===== src/rtl/move_validator_if.sv =====
// Request/response bundle between the game-logic FSM and the move validator.
interface move_validator_if;
    logic [255:0] BOARD;
    logic         START;
    logic [5:0]   FROM_ADDR;
    logic [5:0]   TO_ADDR;
    logic         BUSY;
    logic         DONE;
    logic         VALID;
    logic         CAPTURE;

    // Game logic side: owns the board and issues requests.
    modport master (
        output BOARD, START, FROM_ADDR, TO_ADDR,
        input  BUSY, DONE, VALID, CAPTURE
    );

    // Validator side.
    modport slave (
        input  BOARD, START, FROM_ADDR, TO_ADDR,
        output BUSY, DONE, VALID, CAPTURE
    );
endinterface


===== src/rtl/move_validator.sv =====
// Sequential chess move legality checker. Non-sliding pieces resolve in one
// CHECK cycle; rook/bishop/queen walk intermediate squares one per clock.
module move_validator #(
    parameter logic [2:0] WHITE_PAWN_ROW = 3'd6,
    parameter logic [2:0] BLACK_PAWN_ROW = 3'd1
) (
    input  logic            CLK,
    input  logic            RESET,
    move_validator_if.slave bus
);

    typedef enum logic [1:0] {
        S_IDLE,
        S_CHECK,
        S_WALK,
        S_RESP
    } state_t;

    localparam logic [2:0] P_PAWN   = 3'd1;
    localparam logic [2:0] P_KNIGHT = 3'd2;
    localparam logic [2:0] P_BISHOP = 3'd3;
    localparam logic [2:0] P_ROOK   = 3'd4;
    localparam logic [2:0] P_QUEEN  = 3'd5;
    localparam logic [2:0] P_KING   = 3'd6;

    state_t     state_q, state_d;
    logic [5:0] from_q, from_d;
    logic [5:0] to_q, to_d;
    logic [5:0] ptr_q, ptr_d;
    logic [2:0] step_r_q, step_r_d;
    logic [2:0] step_c_q, step_c_d;
    logic       dst_opp_q, dst_opp_d;
    logic       valid_q, valid_d;
    logic       capture_q, capture_d;

    // Piece codes 0 and 7 both mean an empty square.
    function automatic logic occ(input logic [3:0] sq);
        return (sq[2:0] != 3'd0) && (sq[2:0] != 3'd7);
    endfunction

    // Unit step (+1 / -1 / 0) in 3-bit modular form, from a signed delta.
    function automatic logic [2:0] sgn(input logic [3:0] d);
        if (d == 4'd0) return 3'd0;
        else if (d[3]) return 3'b111;
        else           return 3'b001;
    endfunction

    // Decoded square contents and row/col deltas for the latched request.
    logic [3:0] src_sq, dst_sq, mid_sq, ptr_sq;
    logic [3:0] dr, dc, adr, adc;
    logic       src_occ, dst_occ, dst_own, dst_opp;
    logic       white;
    logic [2:0] pawn_dir;
    logic [3:0] dir_one, dir_two;
    logic [2:0] start_row;
    logic [5:0] mid_addr;
    logic       geom_ok, pawn_ok, rook_ok, bishop_ok, sliding;

    assign src_sq   = bus.BOARD[{from_q, 2'b00} +: 4];
    assign dst_sq   = bus.BOARD[{to_q,   2'b00} +: 4];
    assign ptr_sq   = bus.BOARD[{ptr_q,  2'b00} +: 4];

    assign src_occ  = occ(src_sq);
    assign dst_occ  = occ(dst_sq);
    assign dst_own  = dst_occ && (dst_sq[3] == src_sq[3]);
    assign dst_opp  = dst_occ && (dst_sq[3] != src_sq[3]);

    // Deltas from row/col fields only, so a move never wraps an edge.
    assign dr  = {1'b0, to_q[5:3]} - {1'b0, from_q[5:3]};
    assign dc  = {1'b0, to_q[2:0]} - {1'b0, from_q[2:0]};
    assign adr = dr[3] ? (~dr + 4'd1) : dr;
    assign adc = dc[3] ? (~dc + 4'd1) : dc;

    assign white     = ~src_sq[3];
    assign pawn_dir  = white ? 3'b111 : 3'b001;
    assign dir_one   = white ? 4'hF : 4'h1;
    assign dir_two   = white ? 4'hE : 4'h2;
    assign start_row = white ? WHITE_PAWN_ROW : BLACK_PAWN_ROW;
    assign mid_addr  = {from_q[5:3] + pawn_dir, from_q[2:0]};
    assign mid_sq    = bus.BOARD[{mid_addr, 2'b00} +: 4];

    assign pawn_ok =
        ((dr == dir_one) && (dc == 4'd0) && !dst_occ) ||
        ((dr == dir_two) && (dc == 4'd0) && (from_q[5:3] == start_row) &&
         !occ(mid_sq) && !dst_occ) ||
        ((dr == dir_one) && (adc == 4'd1) && dst_opp);

    assign rook_ok   = (dr == 4'd0) ^ (dc == 4'd0);
    assign bishop_ok = (adr == adc);

    // Per-piece geometry; sliding pieces still need the path walk.
    always_comb begin
        geom_ok = 1'b0;
        sliding = 1'b0;
        case (src_sq[2:0])
            P_PAWN:   geom_ok = pawn_ok;
            P_KNIGHT: geom_ok = ((adr == 4'd1) && (adc == 4'd2)) ||
                                ((adr == 4'd2) && (adc == 4'd1));
            P_KING:   geom_ok = (adr <= 4'd1) && (adc <= 4'd1);
            P_BISHOP: begin geom_ok = bishop_ok;            sliding = 1'b1; end
            P_ROOK:   begin geom_ok = rook_ok;              sliding = 1'b1; end
            P_QUEEN:  begin geom_ok = rook_ok || bishop_ok; sliding = 1'b1; end
            default:  geom_ok = 1'b0;
        endcase
    end

    // State and datapath registers.
    always_ff @(posedge CLK or negedge RESET) begin
        if (!RESET) begin
            state_q   <= S_IDLE;
            from_q    <= '0;
            to_q      <= '0;
            ptr_q     <= '0;
            step_r_q  <= '0;
            step_c_q  <= '0;
            dst_opp_q <= 1'b0;
            valid_q   <= 1'b0;
            capture_q <= 1'b0;
        end else begin
            state_q   <= state_d;
            from_q    <= from_d;
            to_q      <= to_d;
            ptr_q     <= ptr_d;
            step_r_q  <= step_r_d;
            step_c_q  <= step_c_d;
            dst_opp_q <= dst_opp_d;
            valid_q   <= valid_d;
            capture_q <= capture_d;
        end
    end

    // Next-state logic; verdict registers only change on entry to RESP.
    always_comb begin
        state_d   = state_q;
        from_d    = from_q;
        to_d      = to_q;
        ptr_d     = ptr_q;
        step_r_d  = step_r_q;
        step_c_d  = step_c_q;
        dst_opp_d = dst_opp_q;
        valid_d   = valid_q;
        capture_d = capture_q;
        case (state_q)
            S_IDLE: begin
                if (bus.START) begin
                    from_d  = bus.FROM_ADDR;
                    to_d    = bus.TO_ADDR;
                    state_d = S_CHECK;
                end
            end
            S_CHECK: begin
                dst_opp_d = dst_opp;
                if (!src_occ || (from_q == to_q) || dst_own || !geom_ok) begin
                    valid_d   = 1'b0;
                    capture_d = 1'b0;
                    state_d   = S_RESP;
                end else if (sliding) begin
                    step_r_d = sgn(dr);
                    step_c_d = sgn(dc);
                    ptr_d    = {from_q[5:3] + sgn(dr), from_q[2:0] + sgn(dc)};
                    state_d  = S_WALK;
                end else begin
                    valid_d   = 1'b1;
                    capture_d = dst_opp;
                    state_d   = S_RESP;
                end
            end
            S_WALK: begin
                if (ptr_q == to_q) begin
                    valid_d   = 1'b1;
                    capture_d = dst_opp_q;
                    state_d   = S_RESP;
                end else if (occ(ptr_sq)) begin
                    valid_d   = 1'b0;
                    capture_d = 1'b0;
                    state_d   = S_RESP;
                end else begin
                    ptr_d = {ptr_q[5:3] + step_r_q, ptr_q[2:0] + step_c_q};
                end
            end
            S_RESP: state_d = S_IDLE;
            default: state_d = S_IDLE;
        endcase
    end

    assign bus.BUSY    = (state_q != S_IDLE);
    assign bus.DONE    = (state_q == S_RESP);
    assign bus.VALID   = valid_q;
    assign bus.CAPTURE = capture_q;

endmodule

===== src/flat_wrapper.sv =====
// flat-port wrapper written by rule: the top's interface ports become plain ports
module move_validator_flat 
#(
    parameter logic [2:0] WHITE_PAWN_ROW = 3'd6,
    parameter logic [2:0] BLACK_PAWN_ROW = 3'd1
)
  (CLK, RESET, bus_BOARD, bus_START, bus_FROM_ADDR, bus_TO_ADDR, bus_BUSY, bus_DONE, bus_VALID, bus_CAPTURE);
  move_validator_if bus_i ();
  input  logic CLK;
  input  logic RESET;
  input wire logic [$bits(bus_i.BOARD)-1:0] bus_BOARD;
  input wire logic [$bits(bus_i.START)-1:0] bus_START;
  input wire logic [$bits(bus_i.FROM_ADDR)-1:0] bus_FROM_ADDR;
  input wire logic [$bits(bus_i.TO_ADDR)-1:0] bus_TO_ADDR;
  output wire logic [$bits(bus_i.BUSY)-1:0] bus_BUSY;
  output wire logic [$bits(bus_i.DONE)-1:0] bus_DONE;
  output wire logic [$bits(bus_i.VALID)-1:0] bus_VALID;
  output wire logic [$bits(bus_i.CAPTURE)-1:0] bus_CAPTURE;
  assign bus_i.BOARD = bus_BOARD;
  assign bus_i.START = bus_START;
  assign bus_i.FROM_ADDR = bus_FROM_ADDR;
  assign bus_i.TO_ADDR = bus_TO_ADDR;
  assign bus_BUSY = bus_i.BUSY;
  assign bus_DONE = bus_i.DONE;
  assign bus_VALID = bus_i.VALID;
  assign bus_CAPTURE = bus_i.CAPTURE;
  move_validator #(.WHITE_PAWN_ROW(WHITE_PAWN_ROW), .BLACK_PAWN_ROW(BLACK_PAWN_ROW)) u_core (.CLK(CLK), .RESET(RESET), .bus(bus_i));
endmodule

===== config.mk =====
export PLATFORM = sky130hd
export DESIGN_NAME = move_validator_flat
export DESIGN_NICKNAME = d
export VERILOG_FILES = /design/src/rtl/move_validator_if.sv /design/src/rtl/move_validator.sv /design/src/flat_wrapper.sv
export SDC_FILE = /design/constraint.sdc
export NUM_CORES = 1
export LEC_CHECK = 0
export CAP_MARGIN = 20
export CELL_PAD_IN_SITES_DETAIL_PLACEMENT = 1
export CELL_PAD_IN_SITES_GLOBAL_PLACEMENT = 1
export CORE_ASPECT_RATIO = 0.7
export CORE_UTILIZATION = 28
export CTS_CLUSTER_SIZE = 10
export DETAILED_ROUTE_END_ITERATION = 6
export PLACE_DENSITY = 0.74
export SLEW_MARGIN = 20
export SYNTH_ARGS = -nofsm -noshare
export SYNTH_HDL_FRONTEND = slang
export SYNTH_SLANG_ARGS = --single-unit

===== constraint.sdc =====
create_clock -name CLK -period 9 [get_ports CLK]
set_input_delay 1.8 -clock CLK [delete_from_list [all_inputs] [get_ports CLK]]
set_output_delay 1.8 -clock CLK [all_outputs]
set_load 0.02 [all_outputs]

Yosys cells after proc, flatten, opt, wreduce, memory -nomap -nowiden
Cells that the tools add are included.

storage, ports and cells
  register bits after elaboration = 29
  input port bits = 271
  output and inout bits = 4
  word-level logic and storage cells = 141

operators by class
  add/subtract/negate cells = 9
  order comparisons = 2
  equal/unequal tests = 32
  shift operators = 4
  multiplexer cells = 38
  bitwise gates (word level) = 4
  reductions and logical operators = 43

operators by type and width
  kind                 number
  $shiftx 256x9->3     2
  $shiftx 256x9->4     2
  $mux 3               12
  $mux 6               4
  $logic_and 1x1->1    17
  $mux 4               4
  $add 3x3->3          5
  $ne 3x3->1 const B   5
  $eq 4x4->1           3
  $eq 6x6->1           2
  $pmux 6 s2           1
  $reduce_bool 3->1    4
  $eq 3x3->1 const B   3
  $mux 1               9
  $add 4x1->4 const B  2
  $eq 4x1->1 const B   2
  $eq 4x2->1 const B   2
  $le 4x1->1 const B   2
  $logic_not 4->1      2
  $mux 2               4
  $ne 2x2->1 const B   4
  $not 4->4            2
  $pmux 2 s4           1
  $sub 3x3->4          2
  other kinds (21)     36

Logic depth before layout (Yosys ltp)
Gate-level depths: netlist of the first run.

  word-level depth = 20
  mapped depth = 25

Worst setup path before layout of the first run
Ideal clock, no wire load.

  path type = input-to-reg
  start point = input bus_BOARD[175]
  end point = register u_core.step_c_q[0]
  library setup time = 0.125 ns
  arrival = 5.834 ns
  data required time = 8.875 ns
  path slack = 3.042 ns
  cell stages on the path = 17
  buffers on the path = 1
  cells stage by stage = mux4_4 mux2i_1 mux4_2 nor2_4 a211oi_4 inv_1 fa_1 buf_1 mux4_2 a21oi_1 mux2i_1 nor4b_1 o31ai_1 a21oi_2 nand2_1 nor2_4 mux2_2

on the way
  word-level cells in the longest chain between the ends = 16
  elaborated cells between the ends (all ways) = 35
  classes of those cells = 1 x add/sub; 6 x eq/ne; 3 x shift; 5 x mux; 1 x bitwise; 19 x reduce/logical

ends and longest elaborated chain
  what                                             line                   RTL
  start, declared                                  flat_wrapper.sv:11     input wire logic [$bits(bus_i.BOARD)-1:0] bus_BOARD;
  $shiftx 256x9->4                                 move_validator.sv:59   assign src_sq = bus.BOARD[{from_q, 2'b00} +: 4];
  $mux 3                                           move_validator.sv:75   assign pawn_dir = white ? 3'b111 : 3'b001;
  $add 3x3->3                                      move_validator.sv:79   assign mid_addr = {from_q[5:3] + pawn_dir, from_q[2:0]};
  $shiftx 256x9->3                                 move_validator.sv:80   assign mid_sq = bus.BOARD[{mid_addr, 2'b00} +: 4];
  $ne 3x3->1 or $reduce_bool 3->1 (tied branches)  move_validator.sv:38   return (sq[2:0] != 3'd0) && (sq[2:0] != 3'd7);
  $logic_and 1x1->1                                move_validator.sv:38
  $logic_not 1->1                                  move_validator.sv:85   !occ(mid_sq) && !dst_occ) ||
  $logic_and 1x1->1                                move_validator.sv:84   ((dr == dir_two) && (dc == 4'd0) && (from_q[5:3] == start_row) &&
  $logic_and 1x1->1                                move_validator.sv:85
  $logic_or 1x1->1                                 move_validator.sv:83   ((dr == dir_one) && (dc == 4'd0) && !dst_occ) ||
  $logic_or 1x1->1                                 move_validator.sv:85
  $pmux 1 s6                                       move_validator.sv:95   case (src_sq[2:0])
  $logic_not 1->1                                  move_validator.sv:153  if (!src_occ || (from_q == to_q) || dst_own || !geom_ok) begin
  $logic_or 1x1->1 (*)                             move_validator.sv:153
  $not 1->1 (no line) (*)                          --
  $reduce_and 3->1 (no line) (*)                   --
  end signal, assigned                             move_validator.sv:125  step_c_q <= step_c_d;
  end, declared                                    move_validator.sv:31   logic [2:0] step_c_q, step_c_d;

Every way passes the cells marked *; elsewhere a longest branch is shown, timed or not.
A chain may end at the register's enable or synchronous reset.

Worst setup path after layout of the first run
  start point = input bus_BOARD[175]
  end point = register u_core.ptr_q[3]

on the way
  word-level cells in the longest chain between the ends = 16
  elaborated cells between the ends (all ways) = 35
  classes of those cells = 1 x add/sub; 7 x eq/ne; 3 x shift; 5 x mux; 19 x reduce/logical

ends and longest elaborated chain
  what                                             line                   RTL
  $shiftx 256x9->4                                 move_validator.sv:59
  $mux 3                                           move_validator.sv:75
  $add 3x3->3                                      move_validator.sv:79
  $shiftx 256x9->3                                 move_validator.sv:80
  $ne 3x3->1 or $reduce_bool 3->1 (tied branches)  move_validator.sv:38
  $logic_and 1x1->1                                move_validator.sv:38
  $logic_not 1->1                                  move_validator.sv:85
  $logic_and 1x1->1                                move_validator.sv:84
  $logic_and 1x1->1                                move_validator.sv:85
  $logic_or 1x1->1                                 move_validator.sv:83
  $logic_or 1x1->1                                 move_validator.sv:85
  $pmux 1 s6                                       move_validator.sv:95
  $logic_not 1->1                                  move_validator.sv:153
  $logic_or 1x1->1 (*)                             move_validator.sv:153
  $ne 2x2->1 (no line) (*)                         --
  $reduce_and 5->1 (no line) (*)                   --
  end signal, assigned                             move_validator.sv:123  ptr_q <= ptr_d;
  end, declared                                    move_validator.sv:29   logic [5:0] ptr_q, ptr_d;

Marked as above.

==> run_results.csv, run 1 <==
group,metric,value,unit
clock_network,ctsHoldBuffers,0,
route,first_pass_iters,5,
global_routing,antenna_found_initial,6,
die,io_pins,275,
global_routing,grt_usage,23.6,%
worst_setup_path,cp_top_family,"compound AO/OA/AOI/OAI gates",
timing,fin_setup_tns,0,ps
power_and_ir_drop,peakVddDrop,0.173,mV
clock_network,cts_sinks,27,
status,status,"finished clean",
worst_setup_path,cp_cell_sequence,"clkdlybuf4s50_1 -> mux4_4 -> mux2i_1 -> mux4_2 -> nor2_4 -> a211oi_4 -> inv_1 -> fa_1 -> nor2_1 -> o21ai_0 -> a21o_1 -> o31a_1 -> a21oi_1 -> mux2i_1 -> nor4_1 -> o31ai_1 -> a21oi_2 -> a41o_1 -> o21ai_2 -> a22o_1",
logic_synthesis,seq_area_frac_synth,7.30,%
timing,fin_crit,6880,ps
global_routing,overflow,0,
die,core,0.0324,mm²
timing,finalCritPeriodShare,76.5,%
worst_setup_path,cp_data_arrival_time,7040,ps
timing,fmax,145,MHz
die,die_x,219,µm
worst_setup_path,crit_path_start_kind,"input port",
global_routing,grt_pass1_vias,9537,
global_routing,grt_pass1_wl,60300,µm
run,max_cap_viol_count,0,
logic_synthesis,yosysMostFrequentCell,"mux4_2",
die,die-area,0.0338,mm²
clock_network,cts_tree,"yes",
timing,slew_violations,0,
timing,finalWorstSetupSlack,2120,ps
clock_network,clkTransAtPathRegs,70,ps
route,avgRoutedWirePerCell,27.2,µm
clock_network,cts_resized,0,
place,io_buffers,274,
clock_network,root_buffer,"clkbuf_16",
timing,maxSlewHeadroom,31.3,%
clock_network,numCtsBuffers,3,
worst_setup_path,cp.required,9160,ps
worst_setup_path,cpPeakStageDelay,620,ps
worst_setup_path,critical-path-slowest-cell,"mux4_4",
logic_synthesis,synth_enable_flop_cells,0,
worst_setup_path,rr_worst_depth,19,
power_and_ir_drop,power_density,396,mW/mm²
logic_synthesis,synth_area,0.00925,mm²
worst_setup_path,crit_path_end_kind,"flop",
route,drt-total-wl,39700,µm
route,via_per_inst,6.22,
timing,finalHoldViolations,0,
worst_setup_path,worst-path-buf-inv,2,
logic_synthesis,synth-main-ff-cell,"dfrtp_1",
cells_and_area,seqCellArea,696,µm²
place,dp_hpwl,31900,µm
timing,skew,3.26,ps
power_and_ir_drop,p_leak,4.25,nW
worst_setup_path,critPathMostFrequentCell,"mux2i_1",
route,ant_nets,0,
cells_and_area,fin_nets,1325,
logic_synthesis,syn_nets,1108,
logic_synthesis,netlist_instances,809,
logic_synthesis,synthTopCellsByCount,"186 x mux4_2, 62 x nand2_1, 60 x mux2i_1",
die,die_height,154,µm
min_path,worstHoldPathType,"reg2reg",
timing,rsz0062_at_grt,"false",
logic_synthesis,synthTopCellsByArea,"mux4_2 45%, dfrtp_1 7.3%, mux2i_1 6.5%, mux2_2 3.8%, ha_1 2.8%",
worst_setup_path,crit_path_max_fanout,9,
route,post-route-drc-count,0,
clock_network,cts_buffer_depth,2,
logic_synthesis,synth-seq-cells,27,
timing,worstMarginPinSlew,1030,ps
worst_setup_path,cp.depth,20,
logic_synthesis,syn_avg_cell_area,11.4,µm²
place,place_congestion,0.932,
min_path,min_path_cells,1,
logic_synthesis,synth_top_area_share,45.3,%
cells_and_area,multiInputGateArea,0.00797,mm²
worst_setup_path,worstSetupPathType,"in2reg",
global_routing,grt_max_degree,62,
cells_and_area,area_delta_synth_final,32.8,%
clock_network,post_cts_buffers,0,
place,place_ws,1860,ps
timing,setup_violations,0,
route,num_vias,9068,
cells_and_area,final_layout_size_suffix_gt1_share,25.8,%
die,start_util,28.5,%
logic_synthesis,synth_largest_area_cell,"mux4_2",
logic_synthesis,ys_warn_count,0,
timing,whs,493,ps
clock_network,h-tree-depth,1,
cells_and_area,num-fill-cells,3563,
logic_synthesis,async_reset_ff_share,100,%
clock_network,clock_latency,270,ps
die,std_cell_rows,55,
route,first_iter_violations,719,
logic_synthesis,yosys.cell_types.count,68,
==> cell families (layout without fill, tap and decap cells) <==
kind of cell | after synthesis | after routing | share of synthesized area (%)
AO/OA/AOI/OAI | 142 | 142 | 11.1
XOR/XNOR | 23 | 23 | 2.18
adder cells (fa/ha/maj) | 28 | 28 | 4.35
buffers and inverters | 112 | 328 | 6.60
flip-flops | 27 | 27 | 7.30
multiplexers | 287 | 287 | 58.3
other | 0 | 6 | 0
AND/OR/NAND/NOR | 190 | 190 | 10.2
==> metal layers <==
layer / global-route usage [%] / vias to the layer above / part of all wire, %
met3: 3.24 / 54 / 7.1
met4: 6.35 / 0 / 2.3
met1: 32.4 / 4714 / 42
met2: 39.0 / 487 / 49
met5: 0 / - / 0
li1: - / 3813 / -
==> final cells by class <==
| class | count | area share, % |
|---|---|---|
| Timing Repair Buffer | 291 | 23.4 |
| Clock buffer | 4 | 0.642 |
| Inverter | 33 | 1.01 |
| Multi-Input combinational cell | 670 | 64.8 |
| Tap cell | 427 | 4.35 |
| Sequential cell | 27 | 5.66 |
| Antenna cell | 6 | 0.122 |
==> worst paths after layout <==
path | start | end | slack, ps
max | bus_BOARD[175] | u_core.ptr_q[3]$_DFFE_PN0P_ | 2120
min | u_core.bus.CAPTURE$_DFFE_PN0P_ | u_core.bus.CAPTURE$_DFFE_PN0P_ | 490
max reg2reg | u_core.from_q[2]$_DFFE_PN0P_ | u_core.ptr_q[3]$_DFFE_PN0P_ | 2980
min reg2reg | u_core.bus.CAPTURE$_DFFE_PN0P_ | u_core.bus.CAPTURE$_DFFE_PN0P_ | 490
max in group asynchronous | RESET | u_core.ptr_q[0]$_DFFE_PN0P_ | 6780
min in group asynchronous | RESET | u_core.from_q[3]$_DFFE_PN0P_ | 1920
==> placed cells by master, fill, tap and decap left out, drive strengths merged, types with 6 or more instances in the layout <==
cell type      instances
a211oi                10
a21oi                 26
a221oi                 7
a22o                   9
a22oi                 19
and2                  12
buf                   17
clkdlybuf4s50        274
dfrtp                 27
diode                  6
fa                     7
ha                    21
inv                   32
mux2                  31
mux2i                 60
mux4                 196
nand2                 62
nand2b                 6
nand3                 21
nor2                  31
nor2b                 13
nor3                  18
o21ai                 19
o22ai                  8
o31ai                  6
xnor2                 17
xor2                   6
==> stage by stage <==
stage                     util, %  area [µm²]  std cells  total power, mW
after floorplan                 -        9250        809             3.62
after global placement       37.6       12200       1448             4.62
after detailed placement     37.6       12200       1448             4.70
after CTS                    37.8       12300       1452             4.83
after global routing         37.9       12300       1458             5.21
final                        37.9       12300       1458             4.86
==> sequential cells by signal (all words and copies together) (netlist names) <==
signal and flops:
u_core.step_c_q 2, u_core.state_q 2, u_core.bus.VALID 1, u_core.step_r_q 2
u_core.to_q 6, u_core.dst_opp_q 1, u_core.ptr_q 6, u_core.from_q 6
u_core.bus.CAPTURE 1
==> power breakdown <==
part	total, mW	switching [mW]	leakage (nW)	internal [mW]
Sequential	0.423	0.238	0.312	0.185
Clock	0.106	0.0450	0.0382	0.0609
Combinational	4.33	2.27	3.90	2.06
Power figures use the tool's default switching activity.
==> run 2, diff against run 1 <==
==> constraint.sdc (replaced) <==
create_clock -name CLK -period 6.9 [get_ports CLK]
set_input_delay 1.38 -clock CLK [delete_from_list [all_inputs] [get_ports CLK]]
set_output_delay 1.38 -clock CLK [all_outputs]
set_load 0.02 [all_outputs]
==> run_results.csv, run 2 (synthesis results as in run 1) <==
group,metric,value,unit
die,die_x,219,µm
timing,skew,11.9,ps
worst_setup_path,crit_path_start_kind,"input port",
timing,finalCritPeriodShare,94.9,%
min_path,worstHoldPathType,"reg2reg",
global_routing,grt_util_met3,3.11,%
place,place_area,0.0122,mm²
global_routing,busiest_layer,"met2",
global_routing,grtUsageMet1,32.4,%
place,place_congestion,0.911,
clock_network,clkTransAtPathRegs,80,ps
place,dp_cells,1451,
route,via_per_inst,6.20,
cells_and_area,fin_nets,1328,
worst_setup_path,crit_path_end_kind,"flop",
global_routing,antenna_found_initial,4,
timing,setup_violations,0,
route,first_iter_violations,775,
die,io_pins,275,
clock_network,ctsHoldBuffers,0,
route,num_vias,9046,
clock_network,cts_buffer_depth,2,
route,avgRoutedWirePerCell,27.8,µm
clock_network,post_cts_buffers,0,
clock_network,numCtsBuffers,3,
power_and_ir_drop,peakVddDrop,0.227,mV
cells_and_area,multiInputGateArea,0.00797,mm²
worst_setup_path,cp_data_arrival_time,6710,ps
clock_network,cts_tree,"yes",
clock_network,cts_resized,0,
global_routing,grt_pass1_wl,60900,µm
clock_network,cts_sinks,27,
die,die-area,0.0338,mm²
route,drt-total-wl,40500,µm
place,io_buffers,274,
cells_and_area,num-fill-cells,3522,
clock_network,root_buffer,"clkbuf_16",
global_routing,overflow,0,
timing,fin_setup_tns,0,ps
cells_and_area,mostFrequentLayoutCells,"274 x clkdlybuf4s50_1, 186 x mux4_2, 62 x nand2_1",
cells_and_area,seqCellArea,696,µm²
timing,finalHoldViolations,0,
cells_and_area,reg_top3,"u_core.from_q (6), u_core.ptr_q (6), u_core.to_q (6)",
timing,rsz0062_at_grt,"false",
power_and_ir_drop,power_density,522,mW/mm²
timing,worstMarginPinSlew,995,ps
clock_network,clock_latency,270,ps
cells_and_area,final_layout_size_suffix_gt1_share,26.1,%
timing,maxSlewHeadroom,33.7,%
worst_setup_path,cp.required,7060,ps
cells_and_area,area_delta_synth_final,33.0,%
global_routing,grt_usage,23.9,%
run,max_cap_viol_count,0,
timing,fmax,153,MHz
global_routing,grt_use_met2,38.4,%
global_routing,grt_pass1_vias,9655,
route,post-route-drc-count,0,
timing,slew_violations,0,
die,start_util,28.5,%
die,core,0.0324,mm²
power_and_ir_drop,p_leak,4.27,nW
worst_setup_path,worstSetupPathType,"in2reg",
die,die_height,154,µm
worst_setup_path,crit_path_max_fanout,9,
route,first_pass_iters,5,
status,status,"finished clean",
place,dp_hpwl,32700,µm
cells_and_area,layout_commonest_cell,"clkdlybuf4s50_1",
cells_and_area,design_area,0.0123,mm²
die,std_cell_rows,55,
clock_network,h-tree-depth,1,
global_routing,grt_max_degree,52,
timing,fin_crit,6550,ps
route,ant_nets,0,
cells_and_area,final_cells,1459,
## run 2: changes by cell type in the layout (fill, tap and decap cells not counted), sizes merged
cell / before / now
buf: 17 / 20
clkbuf: 4 / 3
diode: 6 / 4
inv: 32 / 33
## run 2: power breakdown
| group | leakage [nW] | internal, mW | switching, mW |
|---|---|---|---|
| Clock | 0.0415 | 0.0804 | 0.0605 |
| Combinational | 3.91 | 2.70 | 2.93 |
| Sequential | 0.312 | 0.239 | 0.414 |
## run 2: path summary, 6_finish.rpt
| kind | endpoint | start | cells past startpoint | slack, ps |
|---|---|---|---|---|
| max in group asynchronous | u_core.from_q[0]$_DFFE_PN0P_ | RESET | 2 | 5100 |
| worst max-delay path | u_core.ptr_q[0]$_DFFE_PN0P_ | bus_BOARD[175] | 20 | 350 |
| worst min-delay path | u_core.bus.CAPTURE$_DFFE_PN0P_ | u_core.bus.CAPTURE$_DFFE_PN0P_ | 1 | 520 |
| min in group asynchronous | u_core.ptr_q[4]$_DFFE_PN0P_ | RESET | 2 | 1500 |
| worst min register to register | u_core.bus.CAPTURE$_DFFE_PN0P_ | u_core.bus.CAPTURE$_DFFE_PN0P_ | 1 | 520 |
| worst max register to register | u_core.ptr_q[0]$_DFFE_PN0P_ | u_core.from_q[0]$_DFFE_PN0P_ | 19 | 970 |
## run 2: layout make-up
type	instances	share of cell area, %
Multi-Input combinational cell	670	64.7
Clock buffer	3	0.610
Tap cell	427	4.34
Antenna cell	4	0.0813
Timing Repair Buffer	294	23.5
Clock inverter	1	0.0712
Inverter	33	1.01
Sequential cell	27	5.65
## run 2: worst max-delay path: stages
cell             delay (ps)
clkdlybuf4s50_1         430
mux4_4                  620
mux2i_1                 190
mux4_2                  320
nor2_4                   60
a211oi_4                400
inv_1                   120
fa_1                    580
nor2_1                  390
o21ai_0                 160
a21o_1                  180
o31a_1                  110
a21oi_1                 160
mux2i_1                 120
nor4_1                  180
o31ai_1                 160
a21oi_2                 330
a41o_1                  420
o21ai_2                 140
a22o_1                  250
## run 2: per-stage QoR
| step | hold slack, ps | utilization, % | power (mW) | setup WS (ps) |
|---|---|---|---|---|
| 6_report | 521 | 38.0 | 6.43 | 353 |
| 5_1_grt | 560 | 38.0 | 6.85 | 58.2 |
| 4_1_cts | 528 | 37.9 | 6.36 | 438 |
| 3_5_place_dp | 514 | 37.7 | 6.20 | 170 |
| 3_3_place_gp | 500 | 37.7 | 6.05 | 354 |
| 2_1_floorplan | 482 | - | 4.72 | 1360 |
## run 2: metal layers
metal,vias up,share of wire [%]
met2,493,48
li1,3814,-
met4,0,4.1
met5,-,0
met3,95,7.1
met1,4644,41
